$ cat config.mk
export PLATFORM = sky130hd
export DESIGN_NAME = spike_rate_decoder
export DESIGN_NICKNAME = d
export VERILOG_FILES = /design/src/rtl/spike_codec_pkg.sv /design/src/rtl/spike_window_counter.sv /design/src/rtl/spike_rate_decoder.sv
export SDC_FILE = /design/constraint.sdc
export NUM_CORES = 1
export LEC_CHECK = 0
export BUFFER_PORTS_ARGS = -buffer_cell sky130_fd_sc_hd__buf_2
export CAP_MARGIN = 25
export CORE_ASPECT_RATIO = 1.4
export CORE_UTILIZATION = 65
export CTS_BUF_LIST = sky130_fd_sc_hd__clkbuf_8
export CTS_CLUSTER_DIAMETER = 200
export DETAILED_ROUTE_END_ITERATION = 8
export HOLD_SLACK_MARGIN = 0.02
export PLACE_DENSITY = 0.94
export SKIP_LAST_GASP = 1
export SLEW_MARGIN = 20
export SYNTH_ARGS = -nofsm -noshare
export SYNTH_HDL_FRONTEND = slang
export SYNTH_HIERARCHICAL = 1
export SYNTH_SLANG_ARGS = --single-unit
$ cat constraint.sdc
create_clock -name clk -period 6.5 [get_ports clk]
set_input_delay 1.3 -clock clk [delete_from_list [all_inputs] [get_ports clk]]
set_output_delay 1.3 -clock clk [all_outputs]
set_load 0.005 [all_outputs]
$ cat src/rtl/spike_codec_pkg.sv
// rtl/spike_codec_pkg.sv - shared types and helpers for the spike rate decoder
// Purpose: decoder FSM state type, EWMA shift amount and saturating counter add.
// Ports: none (package).
package spike_codec_pkg;

  typedef enum logic {
    IDLE  = 1'b0,
    COUNT = 1'b1
  } dec_state_t;

  // Shift used by the optional leaky average: new = old - old/4 + res/4.
  localparam int EWMA_SH = 2;

  // Saturating increment. Callers pass their counter zero-extended and the
  // all-ones value of their counter width, then cast the result back down.
  function automatic logic [31:0] sat_inc(input logic [31:0] cnt,
                                          input logic        inc,
                                          input logic [31:0] max_val);
    if (inc && (cnt < max_val))
      return cnt + 32'd1;
    return cnt;
  endfunction

endpackage

$ cat src/rtl/spike_window_counter.sv
// rtl/spike_window_counter.sv - window cycle counter with latched window length
// Purpose: counts cycles of the current window and flags its last cycle.
// Ports:
//   clk, rst_n   clock, synchronous active-low reset
//   start        begin a new window (latches window_len, cycle count to 0)
//   clear        abandon the window (cycle count to 0)
//   window_len   requested length; 0 is treated as 1
//   win_end      current cycle is the last cycle of the window
import spike_codec_pkg::*;

module spike_window_counter #(
  parameter int WINDOW_W = 10
) (
  input  logic                clk,
  input  logic                rst_n,
  input  logic                start,
  input  logic                clear,
  input  logic [WINDOW_W-1:0] window_len,
  output logic                win_end
);

  logic [WINDOW_W-1:0] r_cyc;
  logic [WINDOW_W-1:0] r_len_q;
  logic [WINDOW_W-1:0] w_len_eff;

  assign w_len_eff = (window_len == '0) ? WINDOW_W'(1) : window_len;
  // r_len_q is never 0, so len_q-1 cannot underflow and r_cyc never wraps.
  assign win_end   = (r_cyc == (r_len_q - WINDOW_W'(1)));

  always_ff @(posedge clk) begin
    if (!rst_n) begin
      r_cyc   <= '0;
      r_len_q <= WINDOW_W'(1);
    end else if (start) begin
      r_cyc   <= '0;
      r_len_q <= w_len_eff;
    end else if (clear) begin
      r_cyc   <= '0;
    end else if (win_end) begin
      // Back-to-back windows: reload length with no dead cycle.
      r_cyc   <= '0;
      r_len_q <= w_len_eff;
    end else begin
      r_cyc   <= r_cyc + WINDOW_W'(1);
    end
  end

endmodule

$ cat src/rtl/spike_rate_decoder.sv
// rtl/spike_rate_decoder.sv - spike-count rate decoder over programmable windows
// Purpose: counts spikes over window_len cycles and presents each count on a
//   valid/ready output. Optional macro SPIKE_DECODER_EWMA_EN replaces the raw
//   count with a leaky 0.75/0.25 running average.
// Ports:
//   clk, rst_n   clock, synchronous active-low reset
//   spike_in     spike sampled every counting cycle
//   enable       1 runs windows back-to-back, 0 returns to idle
//   window_len   window length in cycles (0 treated as 1)
//   rate         result of the last completed window
//   rate_valid   rate holds an unconsumed result
//   rate_ready   consumer accepts rate when rate_valid & rate_ready
//   overrun      one-cycle pulse when an unconsumed result is overwritten
import spike_codec_pkg::*;

module spike_rate_decoder #(
  parameter int WINDOW_W = 10,
  parameter int CNT_W    = 8
) (
  input  logic                clk,
  input  logic                rst_n,
  input  logic                spike_in,
  input  logic                enable,
  input  logic [WINDOW_W-1:0] window_len,
  output logic [CNT_W-1:0]    rate,
  output logic                rate_valid,
  input  logic                rate_ready,
  output logic                overrun
);

  localparam logic [31:0] CNT_MAX = 32'((64'd1 << CNT_W) - 64'd1);

  dec_state_t       r_state;
  logic [CNT_W-1:0] r_cnt;
  logic [CNT_W-1:0] r_rate;
  logic             r_rate_valid;
  logic             r_overrun;

  logic             w_start;
  logic             w_clear;
  logic             w_win_end;
  logic [CNT_W-1:0] w_res;
  logic [CNT_W-1:0] w_rate_next;

  assign w_start = (r_state == IDLE) && enable;
  assign w_clear = !enable;

  spike_window_counter #(.WINDOW_W(WINDOW_W)) u_win (
    .clk        (clk),
    .rst_n      (rst_n),
    .start      (w_start),
    .clear      (w_clear),
    .window_len (window_len),
    .win_end    (w_win_end)
  );

  assign w_res = CNT_W'(sat_inc(32'(r_cnt), spike_in, CNT_MAX));

`ifdef SPIKE_DECODER_EWMA_EN
  // old - old/4 + res/4 <= 3/4*max + 1/4*max, so no overflow in CNT_W bits.
  assign w_rate_next = r_rate - (r_rate >> EWMA_SH) + (w_res >> EWMA_SH);
`else
  assign w_rate_next = w_res;
`endif

  always_ff @(posedge clk) begin
    if (!rst_n) begin
      r_state      <= IDLE;
      r_cnt        <= '0;
      r_rate       <= '0;
      r_rate_valid <= 1'b0;
      r_overrun    <= 1'b0;
    end else begin
      r_overrun <= 1'b0;
      // Acceptance; a window ending on this same edge re-asserts valid below.
      if (r_rate_valid && rate_ready)
        r_rate_valid <= 1'b0;

      case (r_state)
        IDLE: begin
          if (enable) begin
            r_state <= COUNT;
            r_cnt   <= '0;
          end
        end
        COUNT: begin
          if (!enable) begin
            r_state <= IDLE;
            r_cnt   <= '0;
          end else if (w_win_end) begin
            r_rate       <= w_rate_next;
            r_rate_valid <= 1'b1;
            r_overrun    <= r_rate_valid && !rate_ready;
            r_cnt        <= '0;
          end else begin
            r_cnt <= w_res;
          end
        end
        default: r_state <= IDLE;
      endcase
    end
  end

  assign rate       = r_rate;
  assign rate_valid = r_rate_valid;
  assign overrun    = r_overrun;

endmodule

==> metrics, run 1 <==
status=complete, no violations; IO Pins=25; flops & latches, synth=39; Max FO, Critical Path=9; vias in the first global route=1859; Clock Latency Late Sink=about 300 ps; mux share of post-synthesis cell area=5.66%; Lkg Pwr=0.957 nW; H-Tree Level Count=2; worst vdd ir=0.204 mV; Post-Syn Area=between 0.002 and 0.0025 mm²; Critical Path AT=around 3100 ps; crit path from=u_win/r_len_q[0]; net count after synthesis=approximately 270; ys flop type=dfxtp_1; crit end category=register; FILL cells=242; part of the cycle the worst path needs=44.5%; Worst-path clk slew=80 ps; final setup fails=0; Initial Util=69.5%; final hold violation count=0; Worst Tran Pin Value=632 ps; CP Cell Sequence=inv_1, ha_1, o21ba_1, a221oi_1, a41oi_1, or3_1, nor2_1, and3b_1, and2_4, a221oi_2, a21oi_1; hold slack=about 470 ps; Gates resized, CTS repair=0; TritonCTS clock tree=done; Post-synth ARST share=0%; DR vias/cell=6.25; Warnings, synthesis=6; fin cells=311; initial antenna violation count=0; Max Fclk=0.346 GHz; fin nets=just under 300; CTS hold repair buffers=0; Max-Cap Viols=0; FF-to-FF path depth=11; CTS buffer count=5; clk_skew=7.08 ps; critical path depth=11; final max-slew violation count=0; Power Density=209 mW/mm²; Die Wd=51.3 µm; HP Start=rate[3]; share of the synthesized area in the top cell type=35.3%; die area=0.00364 mm²; RR Startpoint=u_win/r_len_q[0]; Setup TNS=0 ps; Compound-Gate Fraction of Synth Area=16.5%; Worst EP required=6680 ps; main combinational cell family by area after synthesis=simple AND/OR/NAND/NOR gates; n_diodes=0; commonest cells after routing, fill and taps aside=dfxtp_1 (39), nand2_1 (32), nor2_1 (27); sequential share of the synthesized area=about a third; RSZ-0062 raised after global routing=no; clk sinks=39; routability cong.=0.964; kind of cell adding the most delay to the critical path=simple AND/OR/NAND/NOR gates; Crit-path slowest cell=dfxtp_1; row cnt=24; post-synthesis simple-gate area fraction=26.3%; Routed Antenna Nets=0; share of cells above drive strength 1=17.3%; final WL=around 4600 µm; xor/xnor share of the synthesized area=8.72%; Buf/Inv on CP=1; setup bufs post-CTS=0; area grow syn2layout=6.79%; leading cell type in the layout, fill and taps excluded=dfxtp_1; Starting DRT DRC Count=roughly 110; die height=71.0 µm; grt ovf=0; Yosys cell types=53; Tmin final=2890 ps; max incr delay on CP=440 ps; synthesized instance count=256; drt wl/cell=roughly 15 µm; Worst setup SP type=register; total track usage=28.4%; top post-synthesis cells by area=dfxtp_1 (35%), nand2_1 (5.4%), xor2_1 (5.1%), mux2i_1 (5.0%), nor2_1 (4.6%); Post-Synth Adder-Cell Area=1.70%; dominant cell type by area after synthesis=dfxtp_1; worst hold-check path type=reg -> reg; first-pass GRT wire length=7850 µm; # DRC=0; placed insts=304; Core Box Area=0.00318 mm²; Post-synth EDFFs=0; Max clock buf depth=2; CTS root buf=clkbuf_8; Slew HR=57.9%; Port Buf Inserts=24; Mean Syn Cell Area=8.64 µm²; via count=1945; WS Path Type=reg -> reg; Post-DP HPWL=between 3000 and 4000 µm; largest net degree at the start of global routing=39; Pre-Repair DR Iteration Count=4; Hold Path Stages=2
per-layer routing:
| metal | track usage [%] | vias up | part of all wire, % |
|---|---|---|---|
| li1 | - | 938 | - |
| met1 | 28.2 | 930 | 38 |
| met2 | 52.3 | 60 | 53 |
| met3 | 6.67 | 17 | 4.5 |
| met4 | 15.6 | 0 | 3.8 |
| met5 | 0 | - | 0 |
state kept, by name, indices dropped and copies added (netlist names):
name and cells:
overrun 1, r_cnt 8, r_state 1, rate 8, rate_valid 1, u_win/r_cyc 10
u_win/r_len_q 10
worst paths after layout:
kind / end / slack (ps)
setup / recovery: r_cnt[5] / 3610
hold / removal: rate[3] / 470
setup reg to reg: r_cnt[5] / 3610
hold reg to reg: rate[3] / 470
synthesized netlist by cell type, types with 3 or more instances:
cell,n
o2111ai_1,3
a31oi_1,6
a21oi_1,9
xnor2_1,9
buf_6,5
o211ai_1,3
xor2_1,13
nand3_1,12
ha_1,3
dfxtp_1,39
and3_1,6
o21ai_0,6
nor2b_1,4
nor2_1,27
inv_1,7
and2_1,3
nand2_1,32
nand4_1,4
nor3_1,3
and3_2,3
buf_2,6
clkbuf_1,4
mux2i_1,11
cells by family (layout without fill, tap and decap cells):
logic type	count (synthesis)	after routing
simple gates	113	113
buf+inv	22	38
flops	39	39
fa+ha+maj	3	3
mux	12	12
compound gates	45	45
xor+xnor	22	22
report_power, final:
group	total (mW)	internal [mW]	leakage, nW	switching, mW
Clock	0.158	0.0733	0.0440	0.0851
Combinational	0.0760	0.0346	0.596	0.0414
Sequential	0.260	0.247	0.317	0.0127
Total	0.494	0.355	0.957	0.139
area by class of cell:
| type | instances | area, µm² | area share, % |
|---|---|---|---|
| inverter | 7 | 26.3 | 1.11 |
| timing repair buffer | 24 | 120 | 5.09 |
| multi-input combinational | 195 | 1300 | 55.2 |
| sequential | 39 | 781 | 33.1 |
| clock inverter | 2 | 13.8 | 0.583 |
| clock buffer | 5 | 68.8 | 2.91 |
| tap | 39 | 48.8 | 2.07 |
metrics by stage:
step / utilization, % / area (µm²) / setup WS (ps) / total power [mW]
after global placement: 71.6 / 2280 / 3760 / 0.337
final: 74.2 / 2360 / 3610 / 0.494
after detailed placement: 71.6 / 2280 / 3660 / 0.340
after CTS: 74.2 / 2360 / 3630 / 0.494
after floorplan: - / 2210 / 3680 / 0.325
after global routing: 74.2 / 2360 / 3370 / 0.516
worst min-delay path: cells and delay by family, from the launching register on:
family | cells | cell delay [ps]
flops | 1 | 310
simple gates | 1 | 50
compound gates | 1 | 60
Power figures use the tool's default switching activity.
==> run 2: changes to the inputs <==
--- a/config.mk
+++ b/config.mk
@@ -5,15 +5,16 @@
 export SDC_FILE = /design/constraint.sdc
 export NUM_CORES = 1
 export LEC_CHECK = 0
+export ABC_AREA = 1
 export BUFFER_PORTS_ARGS = -buffer_cell sky130_fd_sc_hd__buf_2
 export CAP_MARGIN = 25
 export CORE_ASPECT_RATIO = 1.4
-export CORE_UTILIZATION = 65
+export CORE_UTILIZATION = 55
 export CTS_BUF_LIST = sky130_fd_sc_hd__clkbuf_8
 export CTS_CLUSTER_DIAMETER = 200
 export DETAILED_ROUTE_END_ITERATION = 8
 export HOLD_SLACK_MARGIN = 0.02
-export PLACE_DENSITY = 0.94
+export PLACE_DENSITY = 0.85
 export SKIP_LAST_GASP = 1
 export SLEW_MARGIN = 20
 export SYNTH_ARGS = -nofsm -noshare
==> constraint.sdc (replaced) <==
create_clock -name clk -period 2.4 [get_ports clk]
set_input_delay 0.48 -clock clk [delete_from_list [all_inputs] [get_ports clk]]
set_output_delay 0.48 -clock clk [all_outputs]
set_load 0.005 [all_outputs]
==> metrics, run 2 <==
# DRC=0; Post-DP HPWL=3870 µm; placed inst area=0.00243 mm²; routability cong.=0.885; fin cells=419; Crit-path slowest cell=dfxtp_2; Clock Latency Late Sink=300 ps; initial antenna violation count=0; Yosys cell types=34; WS Path Type=reg -> reg; Port Buf Inserts=24; synthesized instance count=346; clk_skew=9.58 ps; commonest cells after routing, fill and taps aside=nand2_1 (89), inv_1 (42), nor2_1 (41), nand3_1 (41), dfxtp_1 (38); share of the synthesized area in the top cell type=between 30% and 40%; die area=0.00442 mm²; first-pass GRT wire length=~8400 µm; kind of cell adding the most delay to the critical path=simple AND/OR/NAND/NOR gates; Die Wd=56.5 µm; net count after synthesis=364; Max-Cap Viols=0; share of cells above drive strength 1=about a fifth; grt ovf=0; Worst Tran Pin Value=~560 ps; Setup TNS=0 ps; max incr delay on CP=370 ps; Max clock buf depth=2; final setup margin=230 ps; worst vdd ir=0.488 mV; CP Cell Sequence=inv_2, ha_1, inv_1, nand2_1, nand2_1, nor2_1, nand3_1, nor2_1, nand3_1, nor2_4, nand2_2, inv_2, nand3_4, buf_4, o21bai_1, inv_1; Mean Syn Cell Area=6.60 µm²; top cells by count, synth=nand2_1 (89), inv_1 (44), nand3_1 (42), nor2_1 (42), dfxtp_1 (39); crit end category=register; largest net degree at the start of global routing=15; ys flop type=dfxtp_1; Warnings, synthesis=6; RSZ-0062 raised after global routing=no; area grow syn2layout=11.5%; Pre-Repair DR Iteration Count=5; Max Fclk=0.461 GHz; placed insts=410; biggest registers after layout=u_win/r_cyc (10), u_win/r_len_q (10); part of the cycle the worst path needs=90.4%; Power Density=548 mW/mm²; Critical Path AT=2380 ps; Pwr Total=1.39 mW; Worst-path clk slew=90 ps; worst hold-check path type=in -> reg; final max-slew violation count=0; dominant cell type by area after synthesis=dfxtp_1; Tmin final=2170 ps; drt wl/cell=12.2 µm; via count=2210; Worst setup SP type=register; Post-synth ARST share=0%; top-count cell post-synth=nand2_1; CTS hold repair buffers=0; Worst EP required=2610 ps; Post-Syn Area=0.00228 mm²; Buf/Inv on CP=5; flops & latches, synth=39; Post-synth EDFFs=0; row cnt=27; pre-CTS setup slack=-0.469 ps; Initial Util=57.8%; top post-synthesis cells by area=dfxtp_1 (34%), nand2_1 (15%), nand3_1 (9.2%), inv_1 (7.2%), nor2_1 (6.9%); sequential share of the synthesized area=34.2%; leading cell type in the layout, fill and taps excluded=nand2_1; Slew HR=between 60% and 70%; vias in the first global route=1958; Starting DRT DRC Count=a little over 80; final hold violation count=0; fin util=64.4%; hold slack=415 ps; total track usage=24.8%; Max FO, Critical Path=5; H-Tree Level Count=2; CTS root buf=clkbuf_8; die height=78.2 µm; Core Box Area=approximately 0.0040 mm²; n_diodes=0; final WL=5110 µm; DR vias/cell=5.27; Lkg Pwr=1.18 nW; status=complete, no violations; final setup fails=0; CTS buffer count=5; TritonCTS clock tree=done; IO Pins=25; fin nets=393; clk sinks=39; Finished Cell Area=0.00255 mm²; Routed Antenna Nets=0
run 2: power by group:
part / switching, mW / internal [mW]
clock network: 0.265 / 0.208
registers: 0.0240 / 0.668
logic: 0.149 / 0.0802
total: 0.438 / 0.956
run 2: cell families (layout without fill, tap and decap cells):
logic type,count (synthesis),after routing,synth area share [%]
xor gates and xnor gates,7,7,2.68
adders and majority gates,3,3,1.64
buffers and inverters,54,84,10.0
DFF,39,39,34.2
and+or+nand+nor,210,210,43.2
AOI/OAI and AO/OA,33,33,8.22
run 2: worst min-delay path: cells and delay by family:
| family | cells | cell delay [ps] |
|---|---|---|
| AND/OR/NAND/NOR | 2 | 120 |
| buffers and inverters | 1 | 90 |
run 2: layer usage:
layer / share of wire, % / track usage, % / vias up / wire length (µm)
met1: 40 / 25.9 / 996 / 2040
met3: 3.8 / 4.28 / 17 / 195
met5: 0 / 0 / - / 0
met2: 52 / 44.2 / 48 / 2640
li1: - / - / 1149 / -
met4: 4.5 / 16.6 / 0 / 229
run 2: path summary, 6_finish.rpt:
check / from / end / slack, ps / cells after the start
setup / recovery: u_win/r_len_q[0] / rate[1] / 230 / 16
hold / removal: window_len[3] / u_win/r_len_q[3] / 410 / 3
setup reg to reg: u_win/r_len_q[0] / rate[1] / 230 / 16
hold reg to reg: rate_valid / overrun / 470 / 2
run 2: final cells by class:
type | count | area, µm²
clock inverter | 3 | 23.8
timing repair buffer | 26 | 135
inverter | 49 | 186
tap | 43 | 53.8
clock buffer | 5 | 68.8
fill | 367 | 1410
timing repair inverter | 1 | 7.51
multi-input combinational | 253 | 1290
sequential | 39 | 782
run 2: what timing repair did:
action,in CTS,in global routing
gates cloned,0,1
gates resized for setup,1,6
endpoints found under the setup margin,3,16
setup buffers,0,0
